## config.mk

```make
export PLATFORM = sky130hd
export DESIGN_NAME = ifu_fetch_queue
export DESIGN_NICKNAME = d
export VERILOG_FILES = /design/src/rtl/ifu_fetch_queue_pkg.sv /design/src/rtl/ifu_fetch_queue_fifo.sv /design/src/rtl/ifu_fetch_queue.sv
export SDC_FILE = /design/constraint.sdc
export NUM_CORES = 1
export LEC_CHECK = 0
export ABC_AREA = 1
export CAP_MARGIN = 20
export CELL_PAD_IN_SITES_DETAIL_PLACEMENT = 0
export CELL_PAD_IN_SITES_GLOBAL_PLACEMENT = 1
export CORE_MARGIN = 2
export CORE_UTILIZATION = 38
export DETAILED_ROUTE_END_ITERATION = 10
export PLACE_DENSITY = 0.74
export SYNTH_ARGS = -nofsm -noshare
export SYNTH_HDL_FRONTEND = slang
export SYNTH_SLANG_ARGS = --single-unit
```

## constraint.sdc

```tcl
create_clock -name clk -period 4.79 [get_ports clk]
set_input_delay 0.958 -clock clk [delete_from_list [all_inputs] [get_ports clk]]
set_output_delay 0.958 -clock clk [all_outputs]
set_load 0.005 [all_outputs]
```

## src/rtl/ifu_fetch_queue_pkg.sv

```systemverilog
// ----------------------------------------------------------------------------
// ifu_fetch_queue_pkg
//   Shared types for the IFU fetch queue:
//     XLEN, INSTR_LEN   - PC and instruction widths
//     fetchq_entry_t    - one queued instruction together with its PC
//     fetchq_state_t    - fetch FSM states (BOOT, RUN)
// ----------------------------------------------------------------------------
package ifu_fetch_queue_pkg;

    localparam int XLEN      = 32;
    localparam int INSTR_LEN = 32;

    typedef struct packed {
        logic [INSTR_LEN-1:0] instr;
        logic [XLEN-1:0]      pc;
    } fetchq_entry_t;

    typedef enum logic {
        BOOT = 1'b0,
        RUN  = 1'b1
    } fetchq_state_t;

endpackage

```

## src/rtl/ifu_fetch_queue_fifo.sv

```systemverilog
// ----------------------------------------------------------------------------
// ifu_fetch_queue_fifo
//   DEPTH-entry FIFO of fetchq_entry_t with synchronous clear.
//   Ports:
//     clk, rst      - clock, asynchronous active-high reset
//     push, wdata   - write request and entry
//     pop           - read request (ignored when empty)
//     clear         - discard all entries; wins over push and pop
//     rdata         - head entry (only meaningful when !empty)
//     full, empty   - occupancy flags
//     count         - number of stored entries (0..DEPTH)
// ----------------------------------------------------------------------------
module ifu_fetch_queue_fifo
    import ifu_fetch_queue_pkg::*;
#(
    parameter int DEPTH = 4
) (
    input  logic                   clk,
    input  logic                   rst,
    input  logic                   push,
    input  fetchq_entry_t          wdata,
    input  logic                   pop,
    input  logic                   clear,
    output fetchq_entry_t          rdata,
    output logic                   full,
    output logic                   empty,
    output logic [$clog2(DEPTH):0] count
);

    localparam int PW = $clog2(DEPTH);
    localparam int CW = PW + 1;

    fetchq_entry_t mem [DEPTH];
    logic [PW-1:0] wr_ptr;
    logic [PW-1:0] rd_ptr;
    logic          do_push;
    logic          do_pop;

    assign full    = (count == CW'(DEPTH));
    assign empty   = (count == '0);
    assign do_pop  = pop && !empty && !clear;
    // A push at full is accepted only when the head leaves in the same cycle.
    assign do_push = push && !clear && (!full || pop);
    assign rdata   = mem[rd_ptr];

    // NOTE: the storage array has no reset; entries are only observed after
    // being written, so resetting them would add muxes for no benefit.
    always_ff @(posedge clk) begin
        if (do_push) begin
            mem[wr_ptr] <= wdata;
        end
    end

    // NOTE: sequential state uses non-blocking assignments so every register
    // samples the pre-edge values regardless of statement order.
    always_ff @(posedge clk or posedge rst) begin
        if (rst) begin
            wr_ptr <= '0;
            rd_ptr <= '0;
            count  <= '0;
        end else if (clear) begin
            wr_ptr <= '0;
            rd_ptr <= '0;
            count  <= '0;
        end else begin
            if (do_push) wr_ptr <= wr_ptr + PW'(1);
            if (do_pop)  rd_ptr <= rd_ptr + PW'(1);
            case ({do_push, do_pop})
                2'b10:   count <= count + CW'(1);
                2'b01:   count <= count - CW'(1);
                default: ;
            endcase
        end
    end

    a_no_push_when_full: assert property (
        @(posedge clk) disable iff (rst) !(push && !clear && full && !pop));

endmodule

```

## src/rtl/ifu_fetch_queue.sv

```systemverilog
// ----------------------------------------------------------------------------
// ifu_fetch_queue
//   Decoupling queue between the ICCM and the IFU/IDU0 boundary. Issues
//   sequential word fetches while credits remain, buffers in-order responses
//   with their PCs and presents them on a valid/ready interface. A redirect
//   (flush) empties the queue, toggles the epoch bit so in-flight responses
//   are recognised as stale, and restarts fetching at redirect_pc.
//
//   Build option: define FETCHQ_BYPASS_EN to forward a fresh response straight
//   to instr/instr_pc/instr_valid when the queue is empty (0-cycle latency).
//   Without it every instruction goes through queue storage (1-cycle latency).
//
//   Ports:
//     clk, rst          - clock, asynchronous active-high reset
//     reset_vector      - boot PC, loaded during the BOOT cycle
//     flush, redirect_pc- redirect request and new PC
//     mem_addr          - ICCM word address (fetch_pc[ADDR_WIDTH+1:2])
//     mem_addr_valid    - fetch request strobe
//     mem_tag_out       - request tag {epoch, fetch_pc}
//     mem_rdata         - returned instruction
//     mem_rdata_valid   - response strobe
//     mem_tag_in        - returned tag
//     instr, instr_pc   - head instruction and its PC
//     instr_valid       - head valid
//     instr_ready       - consumer accepts the head
// ----------------------------------------------------------------------------
module ifu_fetch_queue
    import ifu_fetch_queue_pkg::*;
#(
    parameter int DEPTH      = 4,
    parameter int ADDR_WIDTH = 16,
    parameter int TAG_WIDTH  = XLEN + 1
) (
    input  logic                  clk,
    input  logic                  rst,
    input  logic [XLEN-1:0]       reset_vector,
    input  logic                  flush,
    input  logic [XLEN-1:0]       redirect_pc,
    output logic [ADDR_WIDTH-1:0] mem_addr,
    output logic                  mem_addr_valid,
    output logic [TAG_WIDTH-1:0]  mem_tag_out,
    input  logic [INSTR_LEN-1:0]  mem_rdata,
    input  logic                  mem_rdata_valid,
    input  logic [TAG_WIDTH-1:0]  mem_tag_in,
    output logic [INSTR_LEN-1:0]  instr,
    output logic [XLEN-1:0]       instr_pc,
    output logic                  instr_valid,
    input  logic                  instr_ready
);

    localparam int CW = $clog2(DEPTH) + 1;

    fetchq_state_t   state;
    logic [XLEN-1:0] fetch_pc;
    logic            epoch;
    logic [CW-1:0]   outstanding;

    logic            run;
    logic [CW-1:0]   count;
    logic [CW-1:0]   credits;
    logic            issue;
    logic            resp;
    logic            fresh;
    logic            push;
    logic            pop;
    logic            q_empty;
    logic            q_full;
    fetchq_entry_t   q_head;
    fetchq_entry_t   q_wdata;

    assign run = (state == RUN);

    // Every queue slot is either occupied or reserved by an in-flight request,
    // so the queue can never overflow.
    assign credits = CW'(DEPTH) - count - outstanding;
    assign issue   = run && !flush && (credits != '0);
    // Responses are ignored in BOOT: anything arriving then predates reset.
    assign resp    = run && mem_rdata_valid;
    // Responses tagged with an old epoch were fetched before a redirect.
    assign fresh   = resp && !flush && (mem_tag_in[TAG_WIDTH-1] == epoch);
    assign q_wdata = '{instr: mem_rdata, pc: mem_tag_in[XLEN-1:0]};
    assign pop     = run && !flush && !q_empty && instr_ready;

    assign mem_addr       = fetch_pc[ADDR_WIDTH+1:2];
    assign mem_addr_valid = issue;
    assign mem_tag_out    = {epoch, fetch_pc};

`ifdef FETCHQ_BYPASS_EN
    logic bypass;

    assign bypass      = fresh && q_empty;
    // A bypassed response consumed this cycle never touches storage.
    assign push        = fresh && !(bypass && instr_ready);
    assign instr_valid = !q_empty || bypass;
    assign instr       = !q_empty ? q_head.instr : (bypass ? mem_rdata : '0);
    assign instr_pc    = !q_empty ? q_head.pc
                                  : (bypass ? mem_tag_in[XLEN-1:0] : '0);
`else
    assign push        = fresh;
    assign instr_valid = !q_empty;
    assign instr       = q_empty ? '0 : q_head.instr;
    assign instr_pc    = q_empty ? '0 : q_head.pc;
`endif

    ifu_fetch_queue_fifo #(
        .DEPTH (DEPTH)
    ) u_fifo (
        .clk   (clk),
        .rst   (rst),
        .push  (push),
        .wdata (q_wdata),
        .pop   (pop),
        .clear (run && flush),
        .rdata (q_head),
        .full  (q_full),
        .empty (q_empty),
        .count (count)
    );

    always_ff @(posedge clk or posedge rst) begin
        if (rst) begin
            state       <= BOOT;
            fetch_pc    <= '0;
            epoch       <= 1'b0;
            outstanding <= '0;
        end else begin
            case (state)
                BOOT: begin
                    fetch_pc <= reset_vector;
                    state    <= RUN;
                end
                RUN: begin
                    if (flush) begin
                        fetch_pc <= redirect_pc;
                        epoch    <= ~epoch;
                    end else if (issue) begin
                        fetch_pc <= fetch_pc + XLEN'(4);
                    end
                    // Stale responses still return their credit.
                    case ({issue, resp})
                        2'b10:   outstanding <= outstanding + CW'(1);
                        2'b01:   outstanding <= outstanding - CW'(1);
                        default: ;
                    endcase
                end
                default: state <= BOOT;
            endcase
        end
    end

    a_outstanding_bound: assert property (
        @(posedge clk) disable iff (rst) outstanding <= CW'(DEPTH));

    a_no_overflow: assert property (
        @(posedge clk) disable iff (rst) !(push && q_full && !pop && !flush));

endmodule

```

After elaboration in Yosys (flattened, before gate mapping):

Memory sizes are Yosys's and may differ from the RTL's.
Cells that the tools add are included.
Widths: inputs -> output; s select.

* flip-flop bits (word level): 44
* bits in latches: 0
* RAM bits: 256
* bits in read-only memories: 0
* output and inout port bits: 115
* memories: 1

Memories
* u_fifo.mem: words 4, width 64, rd ports 1, clocked after memory_dff 0, write ports 1, RTL line ifu_fetch_queue_fifo.sv:33 `fetchq_entry_t mem [DEPTH];`

* add/sub/neg operators: 9
* $mul: 0
* divide/modulo/power cells: 0
* $lt $le $gt $ge: 0
* eq/ne operators: 7
* shifts and indexed selects: 0
* multiplexer cells: 14
* bitwise operators: 2
* reductions and logical operators: 25

Operator list (count)
* $mux 32: 4
* $pmux 32 s2: 1
* $add 32x3->32 const B: 1
* $logic_and 1x1->1: 12
* $pmux 3 s2: 2
* $mux 2: 4
* $add 3x1->3 const B: 2
* $reduce_bool 2->1: 3
* $reduce_bool 3->1: 2
* $sub 3x1->3 const B: 2
* $add 2x1->2 const B: 2
* $eq 2x1->1 const B: 2
* $eq 2x2->1 const B: 2
* $logic_not 1->1: 4
* $reduce_and 2->1: 2
* $eq 3x3->1 const B: 1
* $logic_not 3->1: 1
* $mux 3: 1
* $ne 3x2->1 const B: 1
* $sub 3x3->3: 1
* $sub 3x3->3 const A: 1
* $mux 1: 2
* $not 1->1: 2
* $eq 1x1->1: 1
* $logic_or 1x1->1: 1

Logic depth before layout (Yosys ltp):

* depth after elaboration: 9
* gate-level depth with buffers: 16
* gate-level depth less buffers: 16

Cells and area by module:

A second synthesis with hierarchy kept.

* cell total of the unflattened synthesis: 1319
* area total of the unflattened synthesis: 13765.7 um^2

Modules (own cells, without submodules)
* ifu_fetch_queue_fifo: instances 1, cells an instance 685, area each 10039.6 um^2, sequential area each 7862.5 um^2
* ifu_fetch_queue: instances 1, cells an instance 634, area each 3726.1 um^2, sequential area each 925.9 um^2

Worst setup path after synthesis:

OpenSTA, ideal clock, no wires.

* kind: input to register
* start: input flush
* end: memory u_fifo.mem[0][0] (netlist name), enable pin
* setup time: 486 ps
* arrival time: 4186 ps
* data required time: 4304 ps
* setup slack: 117 ps
* cell stages on the path: 5
* path through: nor2_2 nand2_1 nor2_2 o21ai_2 nor2_1

* word-level cells in the longest chain between the ends: 8

Ends and longest elaborated chain
* start: declaration: RTL line ifu_fetch_queue.sv:37 `input logic flush,`
* $logic_not 1->1: RTL line ifu_fetch_queue.sv:80, ifu_fetch_queue.sv:82
* $logic_and 1x1->1 (3 in a row): RTL line ifu_fetch_queue.sv:82 `assign pop = run && !flush && !q_empty && instr_ready;`
* $logic_or 1x1->1: RTL line ifu_fetch_queue_fifo.sv:43 `assign do_push = push && !clear && (!full || pop);`
* $logic_and 1x1->1 (*): RTL line ifu_fetch_queue_fifo.sv:43
* $mux 1 (*): RTL line ifu_fetch_queue_fifo.sv:49 `if (do_push) begin`
* $mux 1 (not written as such) (*): RTL line ifu_fetch_queue_fifo.sv:50 `mem[wr_ptr] <= wdata;`
* end: declaration: RTL line ifu_fetch_queue_fifo.sv:33

Mark *: on every way between the ends. The rest lies on a longest branch, timed or not.

Final worst setup path:

* start: register u_fifo.rd_ptr[0]
* end: output instr[29]

* word-level cells in the longest chain between the ends: 2

Ends and longest elaborated chain
* start: declaration: RTL line ifu_fetch_queue_fifo.sv:35 `logic [PW-1:0] rd_ptr;`
* start signal: assignment: RTL line ifu_fetch_queue_fifo.sv:67 `if (do_pop) rd_ptr <= rd_ptr + PW'(1);`
* $mem_v2 4x64
* $mux 32: RTL line ifu_fetch_queue.sv:101 `assign instr = q_empty ? '0 : q_head.instr;`
* end: declaration: RTL line ifu_fetch_queue.sv:45 `output logic [INSTR_LEN-1:0] instr,`

No other way between the ends.

==> summary.md <==
| Metric | Value |
|---|---|
| Cts hold-fix bufs | `0` |
| Relative max-transition margin | `35.4%` |
| Final estimated routing congestion in global placement | `0.786` |
| Total setup buffers inserted after CTS | `0` |
| Area grow syn2layout | `30.1%` |
| Maximum fanout encountered on the critical timing path | `74` |
| Min Tclk post-route | `3.89 ns` |
| Minimum setup slack among reg-to-reg paths | `1.79 ns` |
| H-tree depth reported by CTS | `2` |
| Number of resized instances in the post-cts repair step | `0` |
| Count of state elements after synthesis | `300` |
| Clock latency on the worst-skew pair | `0.53 ns` |
| Antenna violations before repair | `4` |
| Hold wc startpoint | `outstanding[0]` |
| Biggest area consumer among synthesized cells | `edfxtp_1` |
| Path depth of the worst reg2reg path | `12` |
| Average footprint of a synthesized cell | `10.4 µm²` |
| Detailed-placement wirelength estimate | `21400 µm` |
| Leak | `6.33 nW` |
| Total gr overflow | `0` |
| Fmax | `257 MHz` |
| Worst Path Arrival | `2.94 ns` |
| Area contributors post-synth | `edfxtp_1, nor2_1, dfrtp_1, o21ai_0, nand2_1` |
| Sequential standard cell area | `8790 µm²` |
| Total wire length | `34100 µm` |
| Critical path start-end classification | `flop to output port` |
| Worst VDD drop | `0.000342 V` |
| Type of destination of the critical path | `output port` |
| WP data required | `3.83 ns` |
| Area share of the largest cell type after synthesis | `57.5%` |
| Cell area after technology mapping | `13400 µm²` |
| Number of hold-slack violations in the final timing report | `0` |
| Areal power density over the cells | `468 nW/µm²` |
| Average routed wire per standard cell | `17.2 µm` |
| Cells after synthesis | `1282` |
| Area of the multi-input gates | `3900 µm²` |
| Hold/Removal Path Class | `flop to flop` |
| Total core area | `34600 µm²` |
| Number of nets in the layout | `1651` |
| Clock sinks | `300` |
| Endpoint with the worst hold slack | `outstanding[0]` |
| Worst path max stage delay | `0.67 ns` |
| Setup TNS | `0 ns` |
| Starting density of the core | `38.6%` |
| Inserted Clock Buffers | `35` |
| Share of the clock period used by the worst path after layout | `81.3%` |
| Global-route wire length before repair | `52700 µm` |
| Die area | `36700 µm²` |
| Kind of start point of the critical path | `flop` |
| Setup-violating endpoint count in the final report | `0` |
| Reg2Reg Launch Point | `u_fifo.count[1]` |
| Count of filler cells inserted in the layout | `3135` |
| Worst-margin pin slew | `0.966 ns` |
| Slowest cell on the critical path | `clkinv_2` |
| Boundary Pins | `249` |
| CTS tree | `yes` |
| Total of max-cap violations | `0` |
| Placed cell count | `1922` |
| Overall routing resource usage | `18.5%` |
| Post-synth net total | `1428` |
| Buffers added on ports | `248` |
| Row count | `68` |
| Residual DRC | `0` |
| Detailed-route via count | `9681` |
| Number of global-route vias before repair | `9704` |
| Worst clock skew | `0.0160 ns` |
| Largest net degree at the start of global routing | `75` |
| ANT nets after route | `0` |
| Clock-pin slew on the worst setup and hold paths | `0.06 ns` |
| First-iteration detailed-routing DRC count | `508` |
| Count of warnings emitted by yosys | `0` |
| Via-per-instance ratio | `4.87` |
| Share of the yosys chip area belonging to registers | `65.8%` |
| Fraction of final layout cells sized beyond drive strength 1 | `6.41%` |
| Floorplan die width | `192 µm` |
| Die outline height | `192 µm` |
| CTS root buffer | `clkbuf_16` |
| Setup repair after global routing missed its margin | `no` |
| Final non-filler cell total | `1986` |
| Outcome | `completed` |
| Synth unique cells | `34` |
| Detailed Routing Iterations Pass 1 | `5` |
| Cell-by-cell trace of the critical path | `clkinv_2 -> buf_4 -> o21ai_0 -> a21oi_1 -> clkdlybuf4s50_1` |
| Count of cells along the worst hold path | `1` |
| Maximum buffer depth of the clock tree | `3` |
| R2r endpoint | `outstanding[2]` |
| Max-slew violations | `0` |
==> worst max-delay path, delay by kind of cell, from the launching register on <==
| kind | cells | cell delay [ns] |
|---|---|---|
| DFF | 1 | 0.42 |
| buffers and inverters | 3 | 1.67 |
| AOI/OAI and AO/OA | 2 | 0.28 |
==> metal layers <==
metal  GRT usage (%)  vias up  wire length [µm]
met5               0        -                13
met4            5.03        2               637
met3            4.44       44              2260
met2            31.7      251             16400
met1            23.5     4573             14700
li1                -     4811                 -
==> state kept, by name (all words and copies together) (netlist names) <==
register	flops
u_fifo.wr_ptr	2
u_fifo.count	3
outstanding	3
fetch_pc	32
u_fifo.rd_ptr	2
epoch	1
run	1
u_fifo.mem	256
==> power by group <==
part	internal, mW	total (mW)	switching (mW)
logic	1.14	2.43	1.29
registers	3.01	3.20	0.185
clock network	1.46	2.50	1.05
total	5.61	8.13	2.53
==> synth_stat cells <==
cell / instances
nor3_1: 1
ha_1: 10
conb_1: 1
o21ai_1: 5
inv_2: 3
nor3_2: 1
nor2_4: 5
o211ai_1: 2
xor2_1: 6
nor3b_1: 1
o22ai_1: 1
nor2_2: 7
inv_1: 72
buf_4: 19
nand2_2: 3
nor2_1: 316
buf_1: 13
buf_6: 2
fa_1: 2
nand2_1: 150
buf_2: 28
clkbuf_2: 1
nand3_1: 46
dfrtp_1: 44
o21ai_2: 1
edfxtp_1: 256
a22o_1: 25
a21boi_0: 1
clkbuf_1: 19
and2_1: 4
a21oi_1: 85
o21ai_0: 145
xnor2_1: 6
nand4_2: 1
==> per-stage QoR <==
stage	cell area (µm²)	worst slack, ns	power [mW]	hold slack (ns)	util (%)
after CTS	17400	0.830	8.25	0.472	50.1
after global routing	17400	0.635	8.62	0.493	50.2
after detailed placement	16300	1.31	5.72	0.463	47.0
after floorplan	13400	0.117	4.41	0.442	-
after global placement	16300	1.36	5.69	0.456	47.0
final	17400	0.895	8.13	0.467	50.2
==> cell families (layout without fill, tap and decap cells) <==
| logic type | count (synthesis) | after routing | synth area share (%) |
|---|---|---|---|
| simple gates | 535 | 535 | 16.1 |
| xor+xnor | 12 | 12 | 0.786 |
| compound gates | 265 | 265 | 10.7 |
| other cells | 1 | 4 | 0.0281 |
| buf+inv | 157 | 403 | 5.33 |
| fa+ha+maj | 12 | 12 | 1.24 |
| flops | 300 | 300 | 65.8 |
==> cell type report <==
class / instances / share of cell area, %
antenna: 3 / 0.0432
timing repair buffer: 268 / 15.8
clock buffer: 37 / 5.08
multi-input combinational: 825 / 22.4
clock inverter: 23 / 1.15
inverter: 75 / 1.63
sequential: 300 / 50.6
tap: 455 / 3.28
==> cells in the final DEF, fill, tap and decap left out, types with 2 or more instances in the layout <==
master and count:
o211ai_1 2, nand2_2 3, fa_1 2, inv_1 70, a22o_1 25, clkinv_8 2, dfrtp_1 42, nor2_1 312
clkinv_2 7, ha_1 10, nand2_1 150, nor2_2 7, xor2_1 6, nand3_1 46, clkinvlp_4 2, o21ai_0 145
bufinv_16 2, xnor2_1 6, diode_2 3, nor2_4 9, clkbuf_1 2, clkbuf_16 35, buf_12 9, buf_4 11
a21oi_1 85, clkinv_1 9, o21ai_1 5, edfxtp_1 256, and2_1 4, inv_2 4, clkdlybuf4s50_1 248
==> how the worst max path moves through the flow <==
stage	start	to	slack (ns)	cells past startpoint
2_1_floorplan	flush	u_fifo.mem[0][0]	0.12	5
3_3_place_gp	flush	u_fifo.mem[2][44]	1.36	7
3_5_place_dp	flush	u_fifo.mem[2][44]	1.31	7
4_1_cts	u_fifo.rd_ptr[0]	instr_pc[3]	0.83	5
5_1_grt	u_fifo.rd_ptr[0]	instr[29]	0.63	5
6_report	u_fifo.rd_ptr[0]	instr[29]	0.90	5
Note: power is estimated with default switching activity, not from simulation.
